$ cat src/rtl/present_decrypt_iter.sv
// Iterative PRESENT-80 decryption core: key schedule is run forward to the last
// round key, then one inverse round per clock while the key register is rolled back.
module present_decrypt_iter (
  input  logic        clk,
  input  logic        rst_n,
  input  logic        start,
  input  logic [79:0] key,
  input  logic [63:0] ct,
  output logic        busy,
  output logic        valid,
  output logic [63:0] pt
);

  typedef enum logic [1:0] {IDLE, KEYEXP, WHITEN, DECRYPT} state_t;

  state_t      r_state;
  state_t      w_state_next;
  logic [4:0]  r_rc;
  logic [63:0] r_st;
  logic [79:0] r_kr;
  logic        r_busy;
  logic        r_valid;
  logic [63:0] r_pt;

  function automatic logic [3:0] f_sbox(input logic [3:0] x);
    case (x)
      4'h0: f_sbox = 4'hC;  4'h1: f_sbox = 4'h5;  4'h2: f_sbox = 4'h6;  4'h3: f_sbox = 4'hB;
      4'h4: f_sbox = 4'h9;  4'h5: f_sbox = 4'h0;  4'h6: f_sbox = 4'hA;  4'h7: f_sbox = 4'hD;
      4'h8: f_sbox = 4'h3;  4'h9: f_sbox = 4'hE;  4'hA: f_sbox = 4'hF;  4'hB: f_sbox = 4'h8;
      4'hC: f_sbox = 4'h4;  4'hD: f_sbox = 4'h7;  4'hE: f_sbox = 4'h1;  default: f_sbox = 4'h2;
    endcase
  endfunction

  function automatic logic [3:0] f_inv_sbox(input logic [3:0] x);
    case (x)
      4'h0: f_inv_sbox = 4'h5;  4'h1: f_inv_sbox = 4'hE;  4'h2: f_inv_sbox = 4'hF;  4'h3: f_inv_sbox = 4'h8;
      4'h4: f_inv_sbox = 4'hC;  4'h5: f_inv_sbox = 4'h1;  4'h6: f_inv_sbox = 4'h2;  4'h7: f_inv_sbox = 4'hD;
      4'h8: f_inv_sbox = 4'hB;  4'h9: f_inv_sbox = 4'h4;  4'hA: f_inv_sbox = 4'h6;  4'hB: f_inv_sbox = 4'h3;
      4'hC: f_inv_sbox = 4'h0;  4'hD: f_inv_sbox = 4'h7;  4'hE: f_inv_sbox = 4'h9;  default: f_inv_sbox = 4'hA;
    endcase
  endfunction

  // Forward key update used while walking up to round key 32
  logic [79:0] w_kr_rot;
  logic [79:0] w_kf;
  assign w_kr_rot = {r_kr[18:0], r_kr[79:19]};
  assign w_kf     = {f_sbox(w_kr_rot[79:76]), w_kr_rot[75:20], w_kr_rot[19:15] ^ r_rc, w_kr_rot[14:0]};

  // Inverse key update: undo counter XOR, undo S-box, rotate right by 61 (= left by 19)
  logic [79:0] w_kx;
  logic [79:0] w_ks;
  logic [79:0] w_kp;
  assign w_kx = {r_kr[79:20], r_kr[19:15] ^ r_rc, r_kr[14:0]};
  assign w_ks = {f_inv_sbox(w_kx[79:76]), w_kx[75:0]};
  assign w_kp = {w_ks[60:0], w_ks[79:61]};

  logic [63:0] w_invp;
  logic [63:0] w_invs;
  logic [63:0] w_dec;

  genvar gi;
  generate
    for (gi = 0; gi < 63; gi++) begin : g_invp
      assign w_invp[(4 * gi) % 63] = r_st[gi];
    end
    for (gi = 0; gi < 16; gi++) begin : g_invs
      assign w_invs[4*gi +: 4] = f_inv_sbox(w_invp[4*gi +: 4]);
    end
  endgenerate
  assign w_invp[63] = r_st[63];
  assign w_dec      = w_invs ^ w_kp[79:16];

  always_ff @(posedge clk or negedge rst_n) begin
    if (!rst_n) r_state <= IDLE;
    else        r_state <= w_state_next;
  end

  always_comb begin
    w_state_next = r_state;
    case (r_state)
      IDLE:    if (start) w_state_next = KEYEXP;
      KEYEXP:  if (r_rc == 5'd31) w_state_next = WHITEN;
      WHITEN:  w_state_next = DECRYPT;
      DECRYPT: if (r_rc == 5'd1) w_state_next = IDLE;
      default: w_state_next = IDLE;
    endcase
  end

  always_ff @(posedge clk or negedge rst_n) begin
    if (!rst_n) begin
      r_rc    <= 5'd0;
      r_st    <= 64'd0;
      r_kr    <= 80'd0;
      r_busy  <= 1'b0;
      r_valid <= 1'b0;
      r_pt    <= 64'd0;
    end else begin
      case (r_state)
        IDLE: begin
          if (start) begin
            r_kr    <= key;
            r_st    <= ct;
            r_rc    <= 5'd1;
            r_valid <= 1'b0;
            r_busy  <= 1'b1;
          end
        end
        KEYEXP: begin
          r_kr <= w_kf;
          // Hold at 31 so the counter never wraps to 0
          if (r_rc != 5'd31) r_rc <= r_rc + 5'd1;
        end
        WHITEN: begin
          r_st <= r_st ^ r_kr[79:16];
          r_rc <= 5'd31;
        end
        DECRYPT: begin
          r_st <= w_dec;
          r_kr <= w_kp;
          if (r_rc == 5'd1) begin
            r_pt    <= w_dec;
            r_valid <= 1'b1;
            r_busy  <= 1'b0;
          end else begin
            r_rc <= r_rc - 5'd1;
          end
        end
        default: ;
      endcase
    end
  end

  assign busy  = r_busy;
  assign valid = r_valid;
  assign pt    = r_pt;

endmodule

$ cat config.mk
export PLATFORM = sky130hd
export DESIGN_NAME = present_decrypt_iter
export DESIGN_NICKNAME = d
export VERILOG_FILES = /design/src/rtl/present_decrypt_iter.sv
export SDC_FILE = /design/constraint.sdc
export NUM_CORES = 1
export LEC_CHECK = 0
export ABC_AREA = 0
export CAP_MARGIN = 10
export CORE_UTILIZATION = 50
export CTS_CLUSTER_DIAMETER = 50
export DETAILED_ROUTE_END_ITERATION = 7
export GPL_TIMING_DRIVEN = 0
export PLACE_DENSITY = 0.7
export SLEW_MARGIN = 10
export SYNTH_ARGS = -nofsm -noshare
export SYNTH_HDL_FRONTEND = slang
export SYNTH_SLANG_ARGS = --single-unit
$ cat constraint.sdc
create_clock -name clk -period 4.75 [get_ports clk]
set_input_delay 0.475 -clock clk [delete_from_list [all_inputs] [get_ports clk]]
set_output_delay 0.475 -clock clk [all_outputs]
set_load 0.01 [all_outputs]
* Word-level counts from Yosys, hierarchy flattened
Memory sizes are Yosys's and may differ from the RTL's. Index checks and enable logic that the tools add are counted. Widths: inputs -> output; s select.
Word-level totals: flip-flop bits (word level) 217, memory bits (read-only) 1152, output and inout port bits 66, word-level logic and storage cells 70, memories kept 18
Memory list:
- (name not given) | words 16, width 4, rd ports 1, clocked after memory_dff 0, write ports 0, line 35 | case (x)
- (name not given) | words 16, width 4, rd ports 1, clocked after memory_dff 0, write ports 0, line 35
- (name not given) | words 16, width 4, rd ports 1, clocked after memory_dff 0, write ports 0, line 35
- (name not given) | words 16, width 4, rd ports 1, clocked after memory_dff 0, write ports 0, line 35
- (name not given) | words 16, width 4, rd ports 1, clocked after memory_dff 0, write ports 0, line 35
- (name not given) | words 16, width 4, rd ports 1, clocked after memory_dff 0, write ports 0, line 35
- 12 more memories
Cells by class: add/subtract/negate cells 2, equal/unequal tests 11, muxes and demuxes 18, bitwise gates (word level) 4, reduce and logical (&&, ||, !) cells 10
Operators with widths (count):
- $pmux 80 s3 | 1
- $pmux 64 s3 | 1
- $xor 64x64->64 | 2
- $mux 80 | 1
- $mux 64 | 1
- $pmux 5 s4 | 1
- $mux 5 | 3
- $ne 2x2->1 const B | 5
- $xor 5x5->5 | 2
- $reduce_and 3->1 | 3
- $pmux 2 s4 | 1
- $mux 2 | 3
- $reduce_and 2->1 | 3
- $reduce_bool 3->1 | 2
- $add 5x1->5 const B | 1
- $eq 5x1->1 const B | 1
- $eq 5x5->1 const B | 1
- $ne 5x5->1 const B | 1
- $sub 5x1->5 const B | 1
- $eq 2x2->1 const B | 2
- $mux 1 | 4
- $pmux 1 s2 | 2
- $eq 2x1->1 const B | 1
- $logic_not 2->1 | 1
- $reduce_bool 2->1 | 1

* Depth between registers and ports, before layout
Gate-level depths: netlist of the first run.
depth in word-level cells 3, depth in mapped cells 9, mapped depth without buffers 7

* Least setup slack after synthesis of the first run
Ideal clock, no wire load.
path kind register to register, start point reg r_st[13], end point reg r_pt[53] (netlist: pt[53]), arrival time 1.787 ns, setup slack 2.838 ns, stages on the path, launching flop included 6, path buffers 0, clock period less this slack 1.912 ns, cell sequence dfrtp_1 -> inv_1 -> ha_1 -> mux4_1 -> xor2_1 -> mux2_2
On the way: word-level cells in the longest chain between the ends 2
Ends and longest elaborated chain:
- start: declaration | line 19 | logic [63:0] r_st;
- start signal: assignment | line 102 | r_st <= ct;
- start signal: assignment | line 114 | r_st <= r_st ^ r_kr[79:16];
- start signal: assignment | line 118 | r_st <= w_dec;
- $mem_v2 16x4
- $xor 64x64->64 | line 71 | assign w_dec = w_invs ^ w_kp[79:16];
- end signal: assignment | line 121 | r_pt <= w_dec;
- end: declaration | line 23 | logic [63:0] r_pt;
Every way passes these cells. A chain may end at the register's enable or synchronous reset.

* Worst setup path after layout of the first run
start point reg r_state[0], end point reg r_rc[3]
On the way: word-level cells in the longest chain between the ends 3, elaborated cells on any way between the ends 9, those cells by class eq/ne: 6; mux: 1; reduce/logical: 2
Ends and longest elaborated chain:
- start: declaration | line 16 | state_t r_state;
- start signal: assignment | line 75 | else r_state <= w_state_next;
- $eq 2x1->1 (tied with other cells) | line 98 | case (r_state)
- $ne 2x2->1 (no line)
- $reduce_and 3->1 (no line)
- end signal: assignment | line 111 | if (r_rc != 5'd31) r_rc <= r_rc + 5'd1;
- end signal: assignment | line 125 | r_rc <= r_rc - 5'd1;
- end: declaration | line 18 | logic [4:0] r_rc;
Several ways; a longest one is shown, not always the timed one.

==> results of run 1 <==
==> registers in the layout, indices dropped and copies added, names as in the netlist <==
register / cells
pt: 64
r_rc: 5
r_kr: 80
r_st: 64
busy: 1
r_state: 2
valid: 1
==> cells by family after synthesis <==
logic type | after synthesis
AOI/OAI and AO/OA | 451
xor gates and xnor gates | 129
adders and majority gates | 128
buffers and inverters | 211
DFF | 217
muxes | 104
and+or+nand+nor | 397
==> repair_timing <==
action | 4_1_cts | 5_1_grt
setup endpoints to repair | 0 | 0
hold endpoints to repair | 44 | 0
resized for setup | 0 | 0
hold buffers | 1 | 0
==> per-stage QoR <==
stage          hold slack [ps]  TNS [ps]
6_report                   398         0
3_3_place_gp               463  -1389570
3_5_place_dp               401         0
2_1_floorplan              179         0
5_1_grt                    432         0
4_1_cts                    405         0
==> per-layer routing <==
metal / GRT usage / vias up / part of all wire
met3: 0.0805 / 211 / 0.12
met1: 0.528 / 7135 / 0.39
li1: - / 6306 / -
met5: 0 / - / 0
met4: 0.215 / 0 / 0.062
met2: 0.597 / 1018 / 0.43
==> critical path, cell delays in order (launching register included) <==
cell,delay (ps)
dfrtp_1,420
inv_1,210
ha_1,190
buf_2,250
buf_2,370
clkbuf_1,780
a221oi_1,170
o31ai_1,330
==> worst max-delay path by stage <==
stage                           from        to  cells past startpoint
after floorplan             r_st[13]    pt[53]                      5
after global placement         rst_n  r_kr[28]                      1
after detailed placement  r_state[0]   r_rc[3]                      7
after CTS                 r_state[0]   r_rc[3]                      7
after global routing      r_state[0]   r_rc[3]                      7
final                     r_state[0]   r_rc[3]                      7
==> cell usage after synthesis (21+ instances only) <==
| master | number | share of area |
|---|---|---|
| nor2_1 | 128 | 0.032 |
| mux2i_1 | 21 | 0.014 |
| o21ai_0 | 61 | 0.020 |
| buf_2 | 65 | 0.021 |
| a31oi_1 | 91 | 0.037 |
| dfrtp_1 | 217 | 0.36 |
| clkbuf_1 | 51 | 0.013 |
| a211oi_1 | 24 | 0.012 |
| xnor2_1 | 51 | 0.029 |
| xor2_1 | 77 | 0.044 |
| inv_1 | 81 | 0.020 |
| nand2_1 | 155 | 0.038 |
| a21oi_1 | 114 | 0.037 |
| ha_1 | 128 | 0.11 |
| mux2_2 | 41 | 0.030 |
| a22oi_1 | 100 | 0.049 |
| mux4_2 | 31 | 0.046 |
| nor3b_1 | 45 | 0.022 |
==> cell type report <==
| class | instances | area [um^2] |
|---|---|---|
| Timing Repair Buffer | 215 | 2190 |
| Sequential cell | 217 | 5430 |
| Inverter | 83 | 312 |
| Buffer | 128 | 577 |
| Fill cell | 2502 | 10800 |
| Clock inverter | 17 | 269 |
| Tap cell | 390 | 488 |
| Multi-Input combinational cell | 1209 | 8920 |
| Clock buffer | 38 | 811 |
==> power breakdown <==
part / total [mW] / internal (mW) / leakage (nW) / switching (mW)
Clock: 2.45 / 1.50 / 0.519 / 0.955
Combinational: 10.8 / 4.32 / 5.07 / 6.50
Sequential: 4.49 / 2.82 / 2.55 / 1.66
Total: 17.8 / 8.64 / 8.15 / 9.12
==> run metrics, run 1 <==
run status completed; drc violations 0; synthesized cell area 0.0152 mm^2; Sink Count 217; initial antenna violation count 1; die footprint 0.0312 mm^2; hpwl dp 46500 um; Tmin final 2840 ps; Synth Area in Adders 0.105; commonest non-fill, non-tap cell in the layout dfrtp_1; largest family of logic cells by synthesized area compound AO/OA/AOI/OAI gates; Layout area overhead 24.7%; vias in the first global route 13900; fraction of layout cells with a size suffix above 1 0.105; reg2reg path depth 7; All-Layer GR Usage 0.394; starting density of the core 0.511; first-pass GRT wire length 89200 um; Worst Setup Path Type reg -> reg; Iter 0 DRT Violations 2108; Post-Synth XOR/XNOR Area 0.0746; clock latency on the worst-skew pair 600 ps; Top Ports 213; Placed Instances 2241; mux cell area share after synthesis 0.0990; H-tree Lvls 1; sequential fraction of the synthesis area 0.356; crit end category flop; DR WL/cell 26.8 um; Worst Setup Start Kind flop; worst vdd rail ir drop 441 uV; Die Ht 177 um; Total Power 17.8 mW; CTS buffer count 30; data arrival time of the critical path 3300 ps; TritonCTS clock tree done; reg2reg start r_state[0]; vias per cell 6.39; row count 63; RR Endpoint r_rc[3]; # port buffers 212; largest net degree at the start of global routing 94; Compound-Gate Fraction of Synth Area 0.188; vias post-DR 14700; Final GP Congestion 0.988; slew margin rel. 0.345; min-delay worst type in -> async; final setup margin 1910 ps; Async SR Flop Fraction 1.00; Max Fclk 352 MHz; Final Util 0.638; final period utilization 0.598; final hold vios 0; Synth Flop Type dfrtp_1; max_cap viols 0; finished layout cell area 0.0190 mm^2; critical path required time 5210 ps; DRT Pass-1 Iters 6; reg2reg setup slack 1910 ps; Post-DP Area 0.0179 mm^2; clock buffer depth 3; Cell variety after synth 50; Synth warnings 0; grt total ovfl 0; final WL 61600 um; Yosys reg bits 217; ANT nets after route 0; max-slew violations 0; Cells after Synth 1637; fin cells 2297; Worst-path clk slew 60 ps; Post-Syn Area per Cell 9.31 um^2; die width 177 um; worst slew pin tran 982 ps; number of diodes 0; unrepaired setup endpoints after global routing false; Clock Skews 30.4 ps; Leak 8.15 nW; Post-synth EDFFs 0; syn nets 1912; cell area power density 934 mW/mm^2; pre-CTS setup slack 2050 ps; commonest cells after routing, fill and taps aside dfrtp_1 (217), clkdlybuf4s50_1 (211), nand2_1 (155); Final nets 2159; Simple-Gate Fraction of Synth Area 0.119; final setup violation count 0; setup bufs post-CTS 0; CP max FO 10; Core Box Area 0.0298 mm^2; CTS Root Cell clkbuf_16
Power figures use the tool's default switching activity.
==> run 2: changes to the inputs <==
clock period = 2.7 ns   (was 4.75 ns; I/O delays follow)
==> run metrics, run 2 (synthesized netlist as in run 1, its figures left out) <==
run status completed; Worst-path clk slew 60 ps (about the same); commonest cells after routing, fill and taps aside dfrtp_1 (217), clkdlybuf4s50_1 (211), nand2_1 (155); min-delay worst type in -> async; crit path launch r_state[0]; clock latency on the worst-skew pair 600 ps (about the same); CP max FO 10 (unchanged); max_cap viols 0 (unchanged); Core Box Area 0.0298 mm^2 (unchanged); CP endpoint r_st[35]; final setup margin 94.5 ps (-1810 ps); P_int 15.2 mW (+76%); final setup violation count 0 (unchanged); initial antenna violation count 1 (unchanged); DRT Pass-1 Iters 8 (+2); die footprint 0.0312 mm^2 (unchanged); reg2reg setup slack 90 ps (-1810 ps); number of diodes 0 (unchanged); hpwl dp 46500 um (unchanged); crit end category flop; Layout area overhead 24.7% (about the same); Total Neg Setup Slack 0 ps (unchanged); clock buffer depth 3 (unchanged); max-slew violations 0 (unchanged); Final Util 0.638 (about the same); combinational power share 0.609 (about the same); Final nets 2159 (unchanged); commonest non-fill, non-tap cell in the layout dfrtp_1; Leak 8.15 nW (about the same); Final GP Congestion 0.988 (unchanged); data arrival time of the critical path 3090 ps (-210 ps); Critical Path Max Stage Delay 670 ps (-110 ps); TritonCTS clock tree done; Total Power 31.2 mW (+76%); Psw 16.0 mW (+76%); vias post-DR 14700 (-0.034%); row count 63 (unchanged); # port buffers 212 (unchanged); unrepaired setup endpoints after global routing false; reg2reg path depth 7 (unchanged); Sink Count 217 (unchanged); Post-DP Area 0.0179 mm^2 (unchanged); final hold vios 0 (unchanged); grt total ovfl 0 (unchanged); final period utilization 0.965 (+0.367); Tmin final 2610 ps (-237 ps); final WL 61600 um (about the same); vias in the first global route 13900 (unchanged); Placed Instances 2241 (unchanged); CTS buffer count 30 (unchanged); Reg with most FFs r_kr; slowest CP cell buf_1; CP Cell Sequence inv_1 > ha_1 > buf_2 > buf_2 > buf_1 > a21oi_1 > a31oi_1; ANT nets after route 0 (unchanged); All-Layer GR Usage 0.394 (unchanged); worst vdd rail ir drop 774 uV (+76%); largest net degree at the start of global routing 94 (unchanged); vias per cell 6.38 (about the same); fin cells 2297 (unchanged); critical path required time 3180 ps (-2030 ps); Top Ports 213 (unchanged); cell count along the critical path 7 (unchanged); clock network power share 0.138 (about the same); Die Ht 177 um (unchanged); starting density of the core 0.511 (unchanged); die width 177 um (unchanged); Max Fclk 384 MHz (+9.1%); worst path bufs/invs 4 (unchanged); cell area power density 1640 mW/mm^2 (+76%); max reg flops 80 (unchanged); first-pass GRT wire length 89200 um (unchanged); Worst Setup Path Type reg -> reg; CTS Root Cell clkbuf_16; fraction of layout cells with a size suffix above 1 0.106 (+0.00105); pre-CTS setup slack 2.41 ps (-2050 ps); hold slack 194 ps (-204 ps); fillcell total 2501 (-0.040%); slew margin rel. 0.449 (+0.104); Net Sw Frac 0.513 (about the same); Reg power frac 0.253 (about the same); DR WL/cell 26.8 um (about the same); worst slew pin tran 827 ps (-156 ps); Top delay family on crit path buffers and inverters; RR Endpoint r_st[35]; H-tree Lvls 1 (unchanged); Worst Setup Start Kind flop; Iter 0 DRT Violations 2114 (+0.28%); most used cell along the critical path buf_2; Clock Skews 30.5 ps (+0.0884 ps); reg2reg start r_state[0]; drc violations 0 (unchanged); finished layout cell area 0.0190 mm^2 (about the same)
-- run 2: what timing repair did --
item / 4_1_cts / 5_1_grt
buffers inserted: 0 / 0
gates resized for setup: 1 / 2
hold buffers: 1 / 0
hold endpoints to repair: 44 / 0
endpoints found under the setup margin: 1 / 1
-- run 2: area by class of cell --
type / instances / area, um^2 / share of cell area
Buffer: 128 / 579 / 0.0305
Clock buffer: 38 / 811 / 0.0427
Clock inverter: 17 / 269 / 0.0142
Inverter: 83 / 312 / 0.0164
Multi-Input combinational cell: 1209 / 8920 / 0.469
Sequential cell: 217 / 5430 / 0.286
Tap cell: 390 / 488 / 0.0257
Timing Repair Buffer: 215 / 2190 / 0.115
-- run 2: worst min-delay path by stage --
stage / start / end / slack, ps / cells past startpoint
after floorplan: rst_n / busy / -30 / 0
after global placement: pt[62] / pt[62] / 460 / 2
after detailed placement: rst_n / pt[21] / 200 / 1
after CTS: rst_n / pt[21] / 200 / 2
after global routing: rst_n / pt[21] / 230 / 2
final: rst_n / pt[21] / 190 / 2
-- run 2: power by group through the flow --
stage	clock [mW]	combinational, mW	sequential (mW)
finish	4.31	19.0	7.89
global route	4.44	20.3	7.92
CTS	4.30	18.6	7.67
detailed placement	0	18.5	7.72
global placement	0	18.1	7.68
floorplan	0	12.2	6.62
-- run 2: routing by layer --
metal  global-route usage  vias to the layer above  wire length (um)
met1                0.528                     7115             23800
met3               0.0805                      221              7340
met4                0.215                        0              3870
met2                0.597                     1020             26500
met5                    0                        -                 0
li1                     -                     6309                 -
